===== config.mk =====
export PLATFORM = sky130hd
export DESIGN_NAME = tanh_result_reader
export DESIGN_NICKNAME = d
export VERILOG_FILES = /design/src/rtl/tanh_pkg.sv /design/src/rtl/result_skid_fifo.sv /design/src/rtl/tanh_result_reader.sv
export SDC_FILE = /design/constraint.sdc
export NUM_CORES = 1
export LEC_CHECK = 0
export CORE_MARGIN = 4
export CORE_UTILIZATION = 50
export CTS_CLUSTER_SIZE = 40
export DETAILED_ROUTE_END_ITERATION = 8
export GPL_TIMING_DRIVEN = 0
export PLACE_DENSITY = 0.78
export REMOVE_ABC_BUFFERS = 1
export SLEW_MARGIN = 20
export SYNTH_ARGS = -nofsm -noshare
export SYNTH_HDL_FRONTEND = slang
export SYNTH_HIERARCHICAL = 1
export SYNTH_SLANG_ARGS = --single-unit

===== constraint.sdc =====
create_clock -name clk -period 6.2 [get_ports clk]
set_input_delay 1.86 -clock clk [delete_from_list [all_inputs] [get_ports clk]]
set_output_delay 1.86 -clock clk [all_outputs]
set_load 0.01 [all_outputs]

===== src/rtl/tanh_pkg.sv =====
// Shared types and constants for the tanh result reader: FSM states, default
// batch geometry, the FIFO payload layout and the writer's saturation codes.
package tanh_pkg;

  typedef enum logic [1:0] {
    ST_IDLE  = 2'd0,
    ST_READ  = 2'd1,
    ST_DRAIN = 2'd2,
    ST_DONE  = 2'd3
  } reader_state_e;

  localparam logic [11:0] DEF_BASE_ADDR = 12'h200;
  localparam int          DEF_NUM_WORDS = 32'd256;
  localparam logic [11:0] DEF_ADDR_STEP = 12'd2;

  localparam logic [15:0] SAT_POS_CODE = 16'h7FEA;
  localparam logic [15:0] SAT_NEG_CODE = 16'h8016;

  // One FIFO entry: 16-bit result, 8-bit element index, last-element flag.
  typedef struct packed {
    logic [15:0] data;
    logic [7:0]  idx;
    logic        last;
  } result_t;

  function automatic logic is_sat_code(input logic [15:0] value);
    return (value == SAT_POS_CODE) || (value == SAT_NEG_CODE);
  endfunction

endpackage


===== src/rtl/result_skid_fifo.sv =====
// Two-entry FIFO holding returned results; the head entry drives the stream
// outputs directly from registers.
module result_skid_fifo
  import tanh_pkg::*;
(
  input  logic    clk,
  input  logic    reset_b,
  input  logic    push,
  input  result_t push_entry,
  input  logic    pop,
  output logic    full,
  output logic    empty,
  output result_t head
);

  result_t    mem_r [2];
  logic       wr_ptr_r;
  logic       rd_ptr_r;
  logic [1:0] count_r;
  logic       push_ok_s;
  logic       pop_ok_s;

  // Qualify requests: a full FIFO only accepts a push alongside a pop.
  always_comb begin
    push_ok_s = push && ((count_r != 2'd2) || pop);
    pop_ok_s  = pop && (count_r != 2'd0);
  end

  // Storage, pointers and occupancy.
  always_ff @(posedge clk) begin
    if (!reset_b) begin
      mem_r[0] <= result_t'(25'd0);
      mem_r[1] <= result_t'(25'd0);
      wr_ptr_r <= 1'b0;
      rd_ptr_r <= 1'b0;
      count_r  <= 2'd0;
    end else begin
      if (push_ok_s) begin
        mem_r[wr_ptr_r] <= push_entry;
        wr_ptr_r        <= ~wr_ptr_r;
      end
      if (pop_ok_s) begin
        rd_ptr_r <= ~rd_ptr_r;
      end
      case ({push_ok_s, pop_ok_s})
        2'b10:   count_r <= count_r + 2'd1;
        2'b01:   count_r <= count_r - 2'd1;
        default: count_r <= count_r;
      endcase
    end
  end

  assign full  = (count_r == 2'd2);
  assign empty = (count_r == 2'd0);
  assign head  = mem_r[rd_ptr_r];

endmodule


===== src/rtl/tanh_result_reader.sv =====
// Streams a batch of tanh results out of SRAM into a ready/valid interface.
// Optional out_sat flag port is enabled by defining TANH_READER_SAT_FLAG_EN.
module tanh_result_reader
  import tanh_pkg::*;
#(
  parameter logic [11:0] BASE_ADDR = DEF_BASE_ADDR,
  parameter int          NUM_WORDS = DEF_NUM_WORDS,
  parameter logic [11:0] ADDR_STEP = DEF_ADDR_STEP
) (
  input  logic        clk,
  input  logic        reset_b,
  input  logic        computation_done,
  output logic        sram_rd_en,
  output logic [11:0] sram_rd_address,
  input  logic [15:0] sram_rd_data,
  output logic        out_valid,
  input  logic        out_ready,
  output logic [15:0] out_data,
  output logic [7:0]  out_index,
  output logic        out_last,
`ifdef TANH_READER_SAT_FLAG_EN
  output logic        out_sat,
`endif
  output logic        reader_busy,
  output logic        reader_done
);

  localparam logic [7:0] LAST_IDX = 8'(NUM_WORDS - 1);

  reader_state_e state_r;
  logic [7:0]    rd_idx_r;
  logic [11:0]   rd_addr_r;
  logic          inflight_r;
  logic [7:0]    inflight_idx_r;
  logic          busy_r;
  logic          done_r;

  logic          fifo_full_s;
  logic          fifo_empty_s;
  logic          pop_s;
  logic          rd_en_s;
  logic [1:0]    occ_s;
  logic [1:0]    pending_s;
  result_t       push_entry_s;
  result_t       head_s;

  // Read credit: a slot freed by this cycle's transfer can be refilled by a
  // read issued now, which is what allows one transfer per cycle.
  always_comb begin
    pop_s = !fifo_empty_s && out_ready;
    if (fifo_full_s) begin
      occ_s = 2'd2;
    end else if (fifo_empty_s) begin
      occ_s = 2'd0;
    end else begin
      occ_s = 2'd1;
    end
    pending_s         = occ_s - {1'b0, pop_s} + {1'b0, inflight_r};
    rd_en_s           = (state_r == ST_READ) && (pending_s < 2'd2);
    push_entry_s.data = sram_rd_data;
    push_entry_s.idx  = inflight_idx_r;
    push_entry_s.last = (inflight_idx_r == LAST_IDX);
  end

  // Batch control FSM with read counter, address and in-flight tracking.
  always_ff @(posedge clk) begin
    if (!reset_b) begin
      state_r        <= ST_IDLE;
      rd_idx_r       <= 8'd0;
      rd_addr_r      <= 12'h000;
      inflight_r     <= 1'b0;
      inflight_idx_r <= 8'd0;
      busy_r         <= 1'b0;
      done_r         <= 1'b0;
    end else begin
      inflight_r <= rd_en_s;
      if (rd_en_s) begin
        inflight_idx_r <= rd_idx_r;
      end
      case (state_r)
        ST_IDLE: begin
          done_r <= 1'b0;
          if (computation_done) begin
            state_r   <= ST_READ;
            rd_idx_r  <= 8'd0;
            rd_addr_r <= BASE_ADDR;
            busy_r    <= 1'b1;
          end
        end
        ST_READ: begin
          if (rd_en_s) begin
            // Final address is held rather than advanced past the batch.
            if (rd_idx_r == LAST_IDX) begin
              state_r <= ST_DRAIN;
            end else begin
              rd_idx_r  <= rd_idx_r + 8'd1;
              rd_addr_r <= rd_addr_r + ADDR_STEP;
            end
          end
        end
        ST_DRAIN: begin
          if (pop_s && head_s.last) begin
            state_r <= ST_DONE;
            busy_r  <= 1'b0;
            done_r  <= 1'b1;
          end
        end
        ST_DONE: begin
          state_r <= ST_IDLE;
          done_r  <= 1'b0;
        end
        default: begin
          state_r <= ST_IDLE;
          busy_r  <= 1'b0;
          done_r  <= 1'b0;
        end
      endcase
    end
  end

  result_skid_fifo u_fifo (
    .clk        (clk),
    .reset_b    (reset_b),
    .push       (inflight_r),
    .push_entry (push_entry_s),
    .pop        (pop_s),
    .full       (fifo_full_s),
    .empty      (fifo_empty_s),
    .head       (head_s)
  );

  assign sram_rd_en      = rd_en_s;
  assign sram_rd_address = rd_addr_r;
  assign out_valid       = !fifo_empty_s;
  assign out_data        = head_s.data;
  assign out_index       = head_s.idx;
  assign out_last        = head_s.last;
  assign reader_busy     = busy_r;
  assign reader_done     = done_r;

`ifdef TANH_READER_SAT_FLAG_EN
  assign out_sat = out_valid && is_sat_code(head_s.data);
`endif

endmodule


; ---- Word-level counts from Yosys, hierarchy flattened
; Memory sizes are Yosys's and may differ from the RTL's. A register that Yosys moved wholly into a read port is not among the register bits.
; Index checks and enable logic that the tools add are counted.
[op_classes]
n_addsub = 6
order_cmp = 1
n_eq_ne = 14
mux = 30
bitwise_logic = 2
n_reduce_logical = 20
[ops]
columns = cell, n
row1 = 12-bit two-way mux, 3
row2 = 25-bit two-way mux, 1
row3 = 25-bit OR reduction, 1
row4 = 8-bit two-way mux, 3
row5 = 12-bit case mux with 2 select lines, 1
row6 = 8-bit == test (second input constant), 2
row7 = 8-bit case mux with 2 select lines, 1
row8 = 12-bit by 2-bit adder with 12-bit output (second input constant), 1
row9 = 1-bit two-way mux, 12
row10 = 2-bit two-way mux, 5
row11 = 2-bit inequality test (second input constant), 5
row12 = 2-bit nonzero test, 5
row13 = 8-bit by 1-bit adder with 8-bit output (second input constant), 1
row14 = 2-bit == test (second input constant), 4
row15 = 2-bit case mux with 4 select lines, 1
row16 = 4-bit AND reduction, 2
row17 = 1-bit logical AND, 5
row18 = 2-bit by 1-bit == test with 1-bit output (second input constant), 2
row19 = 2-bit logical NOT, 2
row20 = 1-bit case mux with 2 select lines, 2
row21 = 2-bit case mux with 2 select lines, 1
row22 = 3-bit AND reduction, 1
row23 = 2-bit by 1-bit adder with 2-bit output, 1
row24 = 2-bit by 1-bit adder with 2-bit output (second input constant), 1
row25 = 9 further kinds, 10
[totals]
reg_bits = 37
ramBits = 50
out_inout_bits = 41
elab_cells = 84
n_memories = 1
[mem_list]
columns = memory, words, word_bits, rd, rd_clocked_by_memory_dff, wr, line
row1 = u_fifo.mem_r, 2, 25, 1, 1, 2, result_skid_fifo.sv:16  ; result_t mem_r [2];

; ---- Longest topological paths before layout
; Gate-level depths: netlist of the first run.
[logic_depth]
word_depth = 10
ltp_mapped = 9

; ---- Modules after synthesis
; Netlist of the first run, hierarchy kept.
[by_module_without_submodules]
columns = mod, n_inst, cells_each, area_per_inst_um2, seq_area_each_um2
row1 = result_skid_fifo, 1, 160, 2427.3, 1601.5
row2 = tanh_result_reader, 1, 191, 1610.3, 640.6

; ---- Least setup slack after synthesis of the first run
; OpenSTA, ideal clock, no wires.
[synth_path]
path_type = in2out
start = in out_ready
end = out sram_rd_en
t_arrival_ns = 3.234
required_ns = 4.340
setup_slack_ns = 1.106
path_stages = 7
n_path_buf = 1
cell_sequence = nor2b_1 > ha_1 > nor2b_1 > xnor2_4 > buf_2 > nand2_4 > inv_1
[synth_via]
elab_chain_cells = 5
[synth_rtl]
columns = item, line
row1 = start: declaration, tanh_result_reader.sv:17  ; input logic out_ready,
row2 = 1-bit logical AND, tanh_result_reader.sv:50  ; pop_s = !fifo_empty_s && out_ready;
row3 = 2-bit by 1-bit subtractor with 2-bit output, tanh_result_reader.sv:58  ; pending_s = occ_s - {1'b0, pop_s} + {1'b0, inflight_r};
row4 = 2-bit by 1-bit adder with 2-bit output, tanh_result_reader.sv:58
row5 = 2-bit less-than comparator, tanh_result_reader.sv:59  ; rd_en_s = (state_r == ST_READ) && (pending_s < 2'd2);
row6 = 1-bit logical AND, tanh_result_reader.sv:59
row7 = end: declaration, tanh_result_reader.sv:13  ; output logic sram_rd_en,
; Every way passes these cells.

; ---- Worst setup path in the final report of the first run
[layout_path]
start = in out_ready
end = out sram_rd_en
[layout_via]
elab_chain_cells = 5
[layout_rtl]
columns = item, line
row1 = 1-bit logical AND, tanh_result_reader.sv:50
row2 = named net pop_s, tanh_result_reader.sv:40  ; logic pop_s;
row3 = 2-bit by 1-bit subtractor with 2-bit output, tanh_result_reader.sv:58
row4 = 2-bit by 1-bit adder with 2-bit output, tanh_result_reader.sv:58
row5 = 2-bit less-than comparator, tanh_result_reader.sv:59
row6 = 1-bit logical AND, tanh_result_reader.sv:59
; The timed path passes the listed nets, and every way through them passes these cells.

==> results.toml, run 1 <==
[outcome]
status = "completed"

[routing]
vias_per_cell = 5.40
drt-initial-drc-count = 112
drc_errors = 0
wl_per_cell_um = 14.6
drt-total-wl_um = 7490
drtPass1Iterations = 4
num_vias = 2777
ant_nets = 0

[sta]
finalClockSkew_ns = 0.0110
drv_slew = 0
fin_crit_sh_pct = 93.9
period_needed_ns = 5.82
setup_viol = 0
tightest_slew_ns = 0.793
timing.final.hold_violations = 0
max_freq_ghz = 0.172
tns_ns = 0
slew_headroom_pct = 47.1
rsz0062_at_grt = "false"

[synthesis]
synth-compound-area-share_pct = 9.51
seq_area_frac_synth_pct = 55.5
async_flop_share_pct = 0
synth_simple_gate_area_share_pct = 19.0
synth_top_family_by_area = "simple AND/OR/NAND/NOR gates"
ys.flop_type = "edfxtp_1"
synthCells = 351
synth-adder-area-share_pct = 2.17
synth_area_um2 = 4040
synth.yosys.warnings = 6
synth_seq_cells = 87
synth_cell_type_count = 50
synth_area_per_cell_um2 = 11.5
synth_mux_area_share_pct = 7.96
synth_edf_count = 50
synth_xor_xnor_area_share_pct = 1.74

[finish]
diodes = 0
final_nets = 434
fillers = 632
syn2layout_area_growth_pct = 20.6
layout_commonest_cell = "clkdlybuf4s50_1"
post-route-util_pct = 62.4
drive_gt1_share_pct = 13.3
final_cell_mix = "59 x clkdlybuf4s50_1, 53 x and2_1, 50 x edfxtp_1"

[worst_setup_path]
required_ns = 4.34
critPathArrivalTime_ns = 3.96
cp-end-kind = "output pin"
start_kind = "input pin"
path_max_fanout = 10
path_class = "in2out"

[floorplanning]
ios = 61
start_util_pct = 51.7
rows = 32
die_h_um = 97.9
die-area_um2 = 9580
dieWidth_um = 97.9
core_um2 = 7810

[pwr]
cellPowerDensity_nw_per_um2 = 308
p_leak_nw = 1.75
ir_drop_v = 0.000141

[cts]
cts_made_buffers = 9
tritoncts = "built"
cts_root_buffer = "clkbuf_8"
h-tree-depth = 3
clkLatencyLatePin_ns = 0.36
clkSinkCount = 87
clockBufferDepth = 2
hold_buffers = 0
clk_pin_slew_ns = 0.09

[run]
drv_cap = 0

[grt]
grt_max_degree = 27
grt-ovfl-total = 0
antenna_found_initial = 0
grt_first_pass_wirelength_um = 12600
grt_pass1_vias = 2697
grtUsageTotal_pct = 16.2

[placement]
port_buffers = 59
gp_congestion = 0.825
dp_hpwl_um = 5070

[min_path]
hold_class = "reg2reg"
layout make-up:
type / count / area, um^2 / share of cell area [%]
Timing Repair Buffer: 61 / 613 / 12.6
Inverter: 10 / 37.5 / 0.771
Sequential cell: 87 / 2240 / 46.1
Clock inverter: 7 / 73.8 / 1.52
Clock buffer: 9 / 124 / 2.54
Multi-Input combinational cell: 238 / 1650 / 33.9
Tap cell: 102 / 128 / 2.62
metrics by stage:
stage / cell area [um^2] / hold WS (ns) / total power [mW] / std cells / setup WS, ns
after floorplan: 3910 / 0.440 / 0.958 / 335 / 1.23
after detailed placement: 4660 / 0.446 / 1.12 / 497 / 0.101
after CTS: 4860 / 0.465 / 1.51 / 513 / 0.102
after global routing: 4870 / 0.490 / 1.58 / 514 / 0.207
after global placement: 4630 / 0.453 / 1.11 / 496 / 0.126
final: 4870 / 0.458 / 1.50 / 514 / 0.376
sequential cells by signal (all words and copies together), names as in the netlist, 2 cells and up, named ones only:
| name | cells |
|---|---|
| u_fifo/count_r | 2 |
| state_r | 2 |
| u_fifo/mem_r | 50 |
| sram_rd_address | 11 |
| rd_idx_r | 8 |
| inflight_idx_r | 8 |
worst max-delay path, stage by stage:
cell and delay (ns):
clkdlybuf4s50_1 0.45, nor2b_1 0.25, ha_1 0.29, nor2b_2 0.21, xnor2_4 0.16, nand2_4 0.11
inv_1 0.10, clkdlybuf4s50_1 0.53
final timing paths:
| check | slack (ns) | to | depth (start not counted) | startpoint |
|---|---|---|---|---|
| worst max-delay path | 0.38 | sram_rd_en | 8 | out_ready |
| worst min-delay path | 0.46 | sram_rd_address[11] | 1 | sram_rd_address[11] |
| worst max register to register | 3.47 | u_fifo/mem_r[1][18] | 5 | u_fifo/count_r[0] |
| worst min register to register | 0.46 | sram_rd_address[11] | 1 | sram_rd_address[11] |
layer usage:
layer  wire [um]  up-vias  track usage [%]  share of wire, %
met1        3400     1328             20.1                45
met3         320       10             4.00               4.3
met2        3660       64             27.5                49
li1            -     1375                -                 -
met5           0        -                0                 0
met4         112        0             6.07               1.5
cells by family after synthesis:
| kind of cell | Yosys count |
|---|---|
| buf+inv | 26 |
| other cells | 1 |
| fa+ha+maj | 7 |
| mux | 29 |
| flops | 87 |
| simple gates | 135 |
| xor+xnor | 5 |
| compound gates | 61 |
power by group:
group	total, mW	internal [mW]	switching, mW
clock network	0.387	0.159	0.228
logic	0.404	0.186	0.219
registers	0.707	0.672	0.0345
total	1.50	1.02	0.481
synthesized netlist by cell type, types with 2 or more instances:
cell | number | share of area (%)
and2_1 | 53 | 8.2
edfxtp_1 | 50 | 37
dfxtp_1 | 37 | 18
nand2_1 | 26 | 2.4
mux2_2 | 25 | 7.0
a21oi_1 | 20 | 2.5
nand3_1 | 15 | 1.9
nor2_1 | 13 | 1.2
inv_1 | 10 | 0.93
o21ai_0 | 8 | 0.99
buf_6 | 7 | 2.0
ha_1 | 7 | 2.2
nand4_1 | 7 | 1.1
o21ai_1 | 7 | 0.87
o211ai_1 | 6 | 1.1
o31ai_1 | 6 | 1.1
nor2b_1 | 5 | 0.77
mux2i_1 | 4 | 0.99
and4_1 | 3 | 0.65
buf_2 | 3 | 0.37
clkbuf_1 | 3 | 0.28
xnor2_1 | 3 | 0.65
a22o_1 | 2 | 0.43
a31oi_1 | 2 | 0.31
and3_1 | 2 | 0.31
buf_4 | 2 | 0.37
or3_1 | 2 | 0.31
repair_timing:
action,4_1_cts,5_1_grt
resized for setup,0,1
setup buffers,0,1
setup endpoints to repair,0,1
No activity file was read; power rests on OpenSTA's default activity.
==> inputs of run 2 (changes only) <==
--- a/config.mk
+++ b/config.mk
@@ -5,11 +5,13 @@
 export SDC_FILE = /design/constraint.sdc
 export NUM_CORES = 1
 export LEC_CHECK = 0
+export CAP_MARGIN = 25
 export CORE_MARGIN = 4
 export CORE_UTILIZATION = 50
 export CTS_CLUSTER_SIZE = 40
 export DETAILED_ROUTE_END_ITERATION = 8
 export GPL_TIMING_DRIVEN = 0
+export MAX_ROUTING_LAYER = met4
 export PLACE_DENSITY = 0.78
 export REMOVE_ABC_BUFFERS = 1
 export SLEW_MARGIN = 20
==> results.toml, run 2 (synthesis gave the netlist of run 1 again) <==
[pwr]
ir_drop_v = 0.000121
p_leak_nw = 1.75
cellPowerDensity_nw_per_um2 = 306

[cts]
tritoncts = "built"
clkSinkCount = 87
hold_buffers = 0
h-tree-depth = 3
clk_pin_slew_ns = 0.09
cts_root_buffer = "clkbuf_8"
cts_made_buffers = 9
clkLatencyLatePin_ns = 0.36
clockBufferDepth = 2

[floorplanning]
die-area_um2 = 9580
die_h_um = 97.9
ios = 61
rows = 32
start_util_pct = 51.7
core_um2 = 7810
dieWidth_um = 97.9

[run]
drv_cap = 0

[routing]
drtPass1Iterations = 4
drc_errors = 0
num_vias = 2758
wl_per_cell_um = 14.4
ant_nets = 0
drt-total-wl_um = 7440
drt-initial-drc-count = 144
vias_per_cell = 5.34

[min_path]
hold_class = "reg2reg"
hp-start = "sram_rd_address[11]"
holdPathEnd = "sram_rd_address[11]"
min_path_cells = 1

[finish]
diodes = 0
final_cell_mix = "59 x clkdlybuf4s50_1, 53 x and2_1, 50 x edfxtp_1"
fillers = 632
syn2layout_area_growth_pct = 21.1
multiInputGateArea_um2 = 1650
layout_commonest_cell = "clkdlybuf4s50_1"
seqCellArea_um2 = 2240
largest_reg_flops = 50
final_nets = 436
post-route-util_pct = 62.6
top_register = "u_fifo/mem_r"
drive_gt1_share_pct = 13.5

[grt]
grtUsageTotal_pct = 16.8
grt_max_degree = 27
grt-ovfl-total = 0
grt_first_pass_wirelength_um = 12600
grt_pass1_vias = 2738
antenna_found_initial = 0

[sta]
tightest_slew_ns = 0.768
setup_viol = 0
drv_slew = 0
max_freq_ghz = 0.171
period_needed_ns = 5.84
timing.final.hold_violations = 0
tns_ns = 0
fin_crit_sh_pct = 94.2
slew_headroom_pct = 48.8
rsz0062_at_grt = "false"
finalClockSkew_ns = 0.0128

[placement]
gp_congestion = 0.837
port_buffers = 59
dp_hpwl_um = 5150

[worst_setup_path]
path_class = "in2out"
path_max_fanout = 10
reg2reg_depth = 5
reg2reg_slack_ns = 3.46
cp-end-kind = "output pin"
critPathArrivalTime_ns = 3.98
r2r_start = "u_fifo/count_r[0]"
start_kind = "input pin"
timing.rr.end = "u_fifo/mem_r[1][18]"
required_ns = 4.34

[outcome]
status = "completed"
run 2: worst max path at each step:
stage / to / depth (start not counted) / slack (ns) / from
final: sram_rd_en / 8 / 0.36 / out_ready
after global routing: sram_rd_en / 8 / 0.20 / out_ready
after CTS: sram_rd_en / 8 / 0.09 / out_ready
after detailed placement: sram_rd_en / 8 / 0.09 / out_ready
after global placement: sram_rd_en / 8 / 0.13 / out_ready
after floorplan: sram_rd_en / 6 / 1.23 / out_ready
run 2: metrics by stage:
step	setup WS (ns)	hold WS (ns)	cells	cell area (um^2)	power, mW
floorplan	1.23	0.440	335	3910	0.958
global placement	0.126	0.453	496	4630	1.11
detailed placement	0.0866	0.446	498	4680	1.12
CTS	0.0875	0.465	514	4870	1.50
global route	0.201	0.490	516	4890	1.58
finish	0.362	0.461	516	4890	1.50
run 2: layout make-up:
class,count,share of cell area [%]
clock buffer,9,2.53
tap,102,2.61
inverter,10,0.768
sequential,87,45.9
timing repair buffer,63,13.0
clock inverter,7,1.46
multi-input combinational,238,33.8
run 2: critical path, cell delays in order:
cell and delay (ns):
clkdlybuf4s50_1 0.45, nor2b_1 0.25, ha_1 0.29, nor2b_2 0.21
xnor2_4 0.16, nand2_4 0.12, inv_1 0.10, clkdlybuf4s50_1 0.53
run 2: timing repair:
item | in CTS | in global routing
setup endpoints to repair | 0 | 1
setup buffers | 0 | 2
gates resized for setup | 0 | 1
run 2: power by group:
part	internal, mW	switching (mW)	total (mW)
Clock	0.157	0.226	0.383
Sequential	0.672	0.0339	0.706
Combinational	0.189	0.219	0.408
run 2: routing by layer:
layer | global-route usage (%) | part of all wire (%) | vias to the layer above
li1 | - | - | 1374
met1 | 19.6 | 45 | 1312
met2 | 28.1 | 50 | 61
met3 | 3.86 | 3.8 | 11
met4 | 6.39 | 1.7 | 0
met5 | - | 0 | -
==> RTL edit, RTL diff (settings of run 1) <==
Add a define of `TANH_READER_SAT_FLAG_EN`.
--- a/src/rtl/tanh_result_reader.sv
+++ b/src/rtl/tanh_result_reader.sv
@@ -1,5 +1,7 @@
 // Streams a batch of tanh results out of SRAM into a ready/valid interface.
 // Optional out_sat flag port is enabled by defining TANH_READER_SAT_FLAG_EN.
+`define TANH_READER_SAT_FLAG_EN
+
 module tanh_result_reader
   import tanh_pkg::*;
 #(
Formal check against the unedited RTL (old outputs only; new: out_sat): equivalent (equiv_simple and equiv_induct, registers matched by name and starting in step).
==> RTL edit against run 1 <==
Total power is 4.7% higher; clock skew up 0.0023 ns; design area increased by 3.1%; final cell count increased by 3.3%; die area grew 2.3%; sequential cell count unchanged; worst setup slack lost 0.066 ns; via count grew 6.0%; routed wire length is 9.2% higher; register-to-register slack worse by 0.20 ns; core utilization up 1.3 points; area after synthesis increased by 2.5%; critical path type unchanged.
==> RTL edit: results (changes against run 1) <==
- Sw Share: 0.300 (-0.0213)
- Vias per std cell: 5.54 (+2.6%)
- Hold crit path type: reg -> reg
- First-pass GRT wire length: 13400 um (+6.6%)
- CTS Hold Bufs: 0 (unchanged)
- Pre-antenna DRT Iters: 4 (unchanged)
- FFs w/ async S/R, synth: 0 (unchanged)
- Maximum vdd ir drop: 0.249 mV (+77%)
- Pin count of the biggest net entering global routing: 27 (unchanged)
- Total Routing Usage GR: 0.170 (+0.00731)
- CP max FO: 11 (+1)
- Initial DRC count: 118 (+5.4%)
- Clock latency on the worst-skew pair: roughly 0.35 ns
- Final WL: 8180 um (+9.2%)
- Root buf cell: clkbuf_8
- Max Buffers Root-to-Sink: 2 (unchanged)
- Post-synth top flop: edfxtp_1
- WP data arrival: 4.03 ns (+0.07 ns)
- RD Place Congestion: 0.839 (+1.7%)
- Outcome: finished, final reports clean
- Leak Pwr: 1.79 nW (+2.7%)
- Setup Skew: 0.0134 ns (+0.00235 ns)
- Sequential share of the synthesized area: 0.542 (-0.0136)
- Synth top cells by count: 52 x and2_1, 50 x edfxtp_1, 37 x dfxtp_1
- Post-synth EDFFs: 50 (unchanged)
- H-tree level count: 3 (unchanged)
- Distinct cell type count after synthesis: 53 (+6.0%)
- Layout Nets: 451 (+3.9%)
- Vias in the first global route: 2906 (+7.7%)
- Biggest register: u_fifo/mem_r
- Layout cells sized above 1: 0.133 (-0.000628)
- Hpwl dp: 5420 um (+6.9%)
- Synth area leaders: edfxtp_1 36%, dfxtp_1 18%, and2_1 7.9%
- Setup WS pre-CTS: -0.143 ns (-0.244 ns)
- Worst Tran Pin Value: 0.823 ns (+0.0297 ns)
- IO buf count: 60 (+1.7%)
- Initial antenna violation count: 0 (unchanged)
## RTL edit: changes by cell type after synthesis, sizes merged, moves of 3 or more
cell and change:
nor2 +3, o22a +3, a21oi -3, nor3 +4
buf +3, nand3 +8, o21ai -3
## RTL edit: cells by family after synthesis
| kind of cell | synth area share |
|---|---|
| xor+xnor | 0.0169 |
| other cells | 0.000906 |
| compound gates | 0.0973 |
| mux | 0.0777 |
| flops | 0.542 |
| fa+ha+maj | 0.0212 |
| simple gates | 0.201 |
| buf+inv | 0.0432 |
## RTL edit: area by class of cell
cell class / instances / area (sq um)
fill: 607 / 2870
sequential: 87 / 2240
multi-input combinational: 253 / 1740
timing repair buffer: 63 / 643
tap: 102 / 128
clock buffer: 9 / 124
clock inverter: 7 / 103
inverter: 10 / 37.5
## RTL edit: path summary, 6_finish.rpt
path / from / to / slack, ns / cells past startpoint
min: inflight_idx_r[2] / inflight_idx_r[2] / 0.48 / 2
max: out_ready / sram_rd_en / 0.31 / 8
max reg2reg: u_fifo/count_r[0] / sram_rd_address[8] / 3.27 / 9
min reg2reg: inflight_idx_r[2] / inflight_idx_r[2] / 0.48 / 2
## RTL edit: critical path, cell delays in order
cell             delay [ns]
clkdlybuf4s50_1        0.44
nor2b_1                0.27
ha_1                   0.30
nor2b_2                0.21
xnor2_4                0.17
nand2_4                0.13
inv_1                  0.10
clkdlybuf4s50_1        0.53
## RTL edit: timing repair
item	CTS	global route
pin swaps	0	1
setup buffers	0	2
endpoints found under the setup margin	1	1
gates resized for setup	2	1
## RTL edit: power by group through the flow
stage | Combinational, mW | Sequential [mW] | Clock (mW)
3_3_place_gp | 0.394 | 0.716 | 0
5_1_grt | 0.459 | 0.711 | 0.480
2_1_floorplan | 0.243 | 0.715 | 0
6_report | 0.421 | 0.704 | 0.442
4_1_cts | 0.417 | 0.704 | 0.450
3_5_place_dp | 0.409 | 0.717 | 0
## RTL edit: layer usage
layer | vias up | routed length [um] | track usage
li1 | 1438 | - | -
met1 | 1424 | 3660 | 0.209
met2 | 74 | 4010 | 0.293
met3 | 8 | 432 | 0.0446
met4 | 0 | 80 | 0.0473
met5 | - | 0 | 0
## RTL edit: metrics by stage
stage | TNS (ns) | std cells | cell area, sq um | hold slack [ns]
after floorplan | 0 | 350 | 4000 | 0.451
after global placement | -0.108 | 512 | 4730 | 0.462
after detailed placement | -0.143 | 513 | 4770 | 0.470
after CTS | 0 | 529 | 5000 | 0.487
after global routing | 0 | 531 | 5020 | 0.511
final | 0 | 531 | 5020 | 0.483
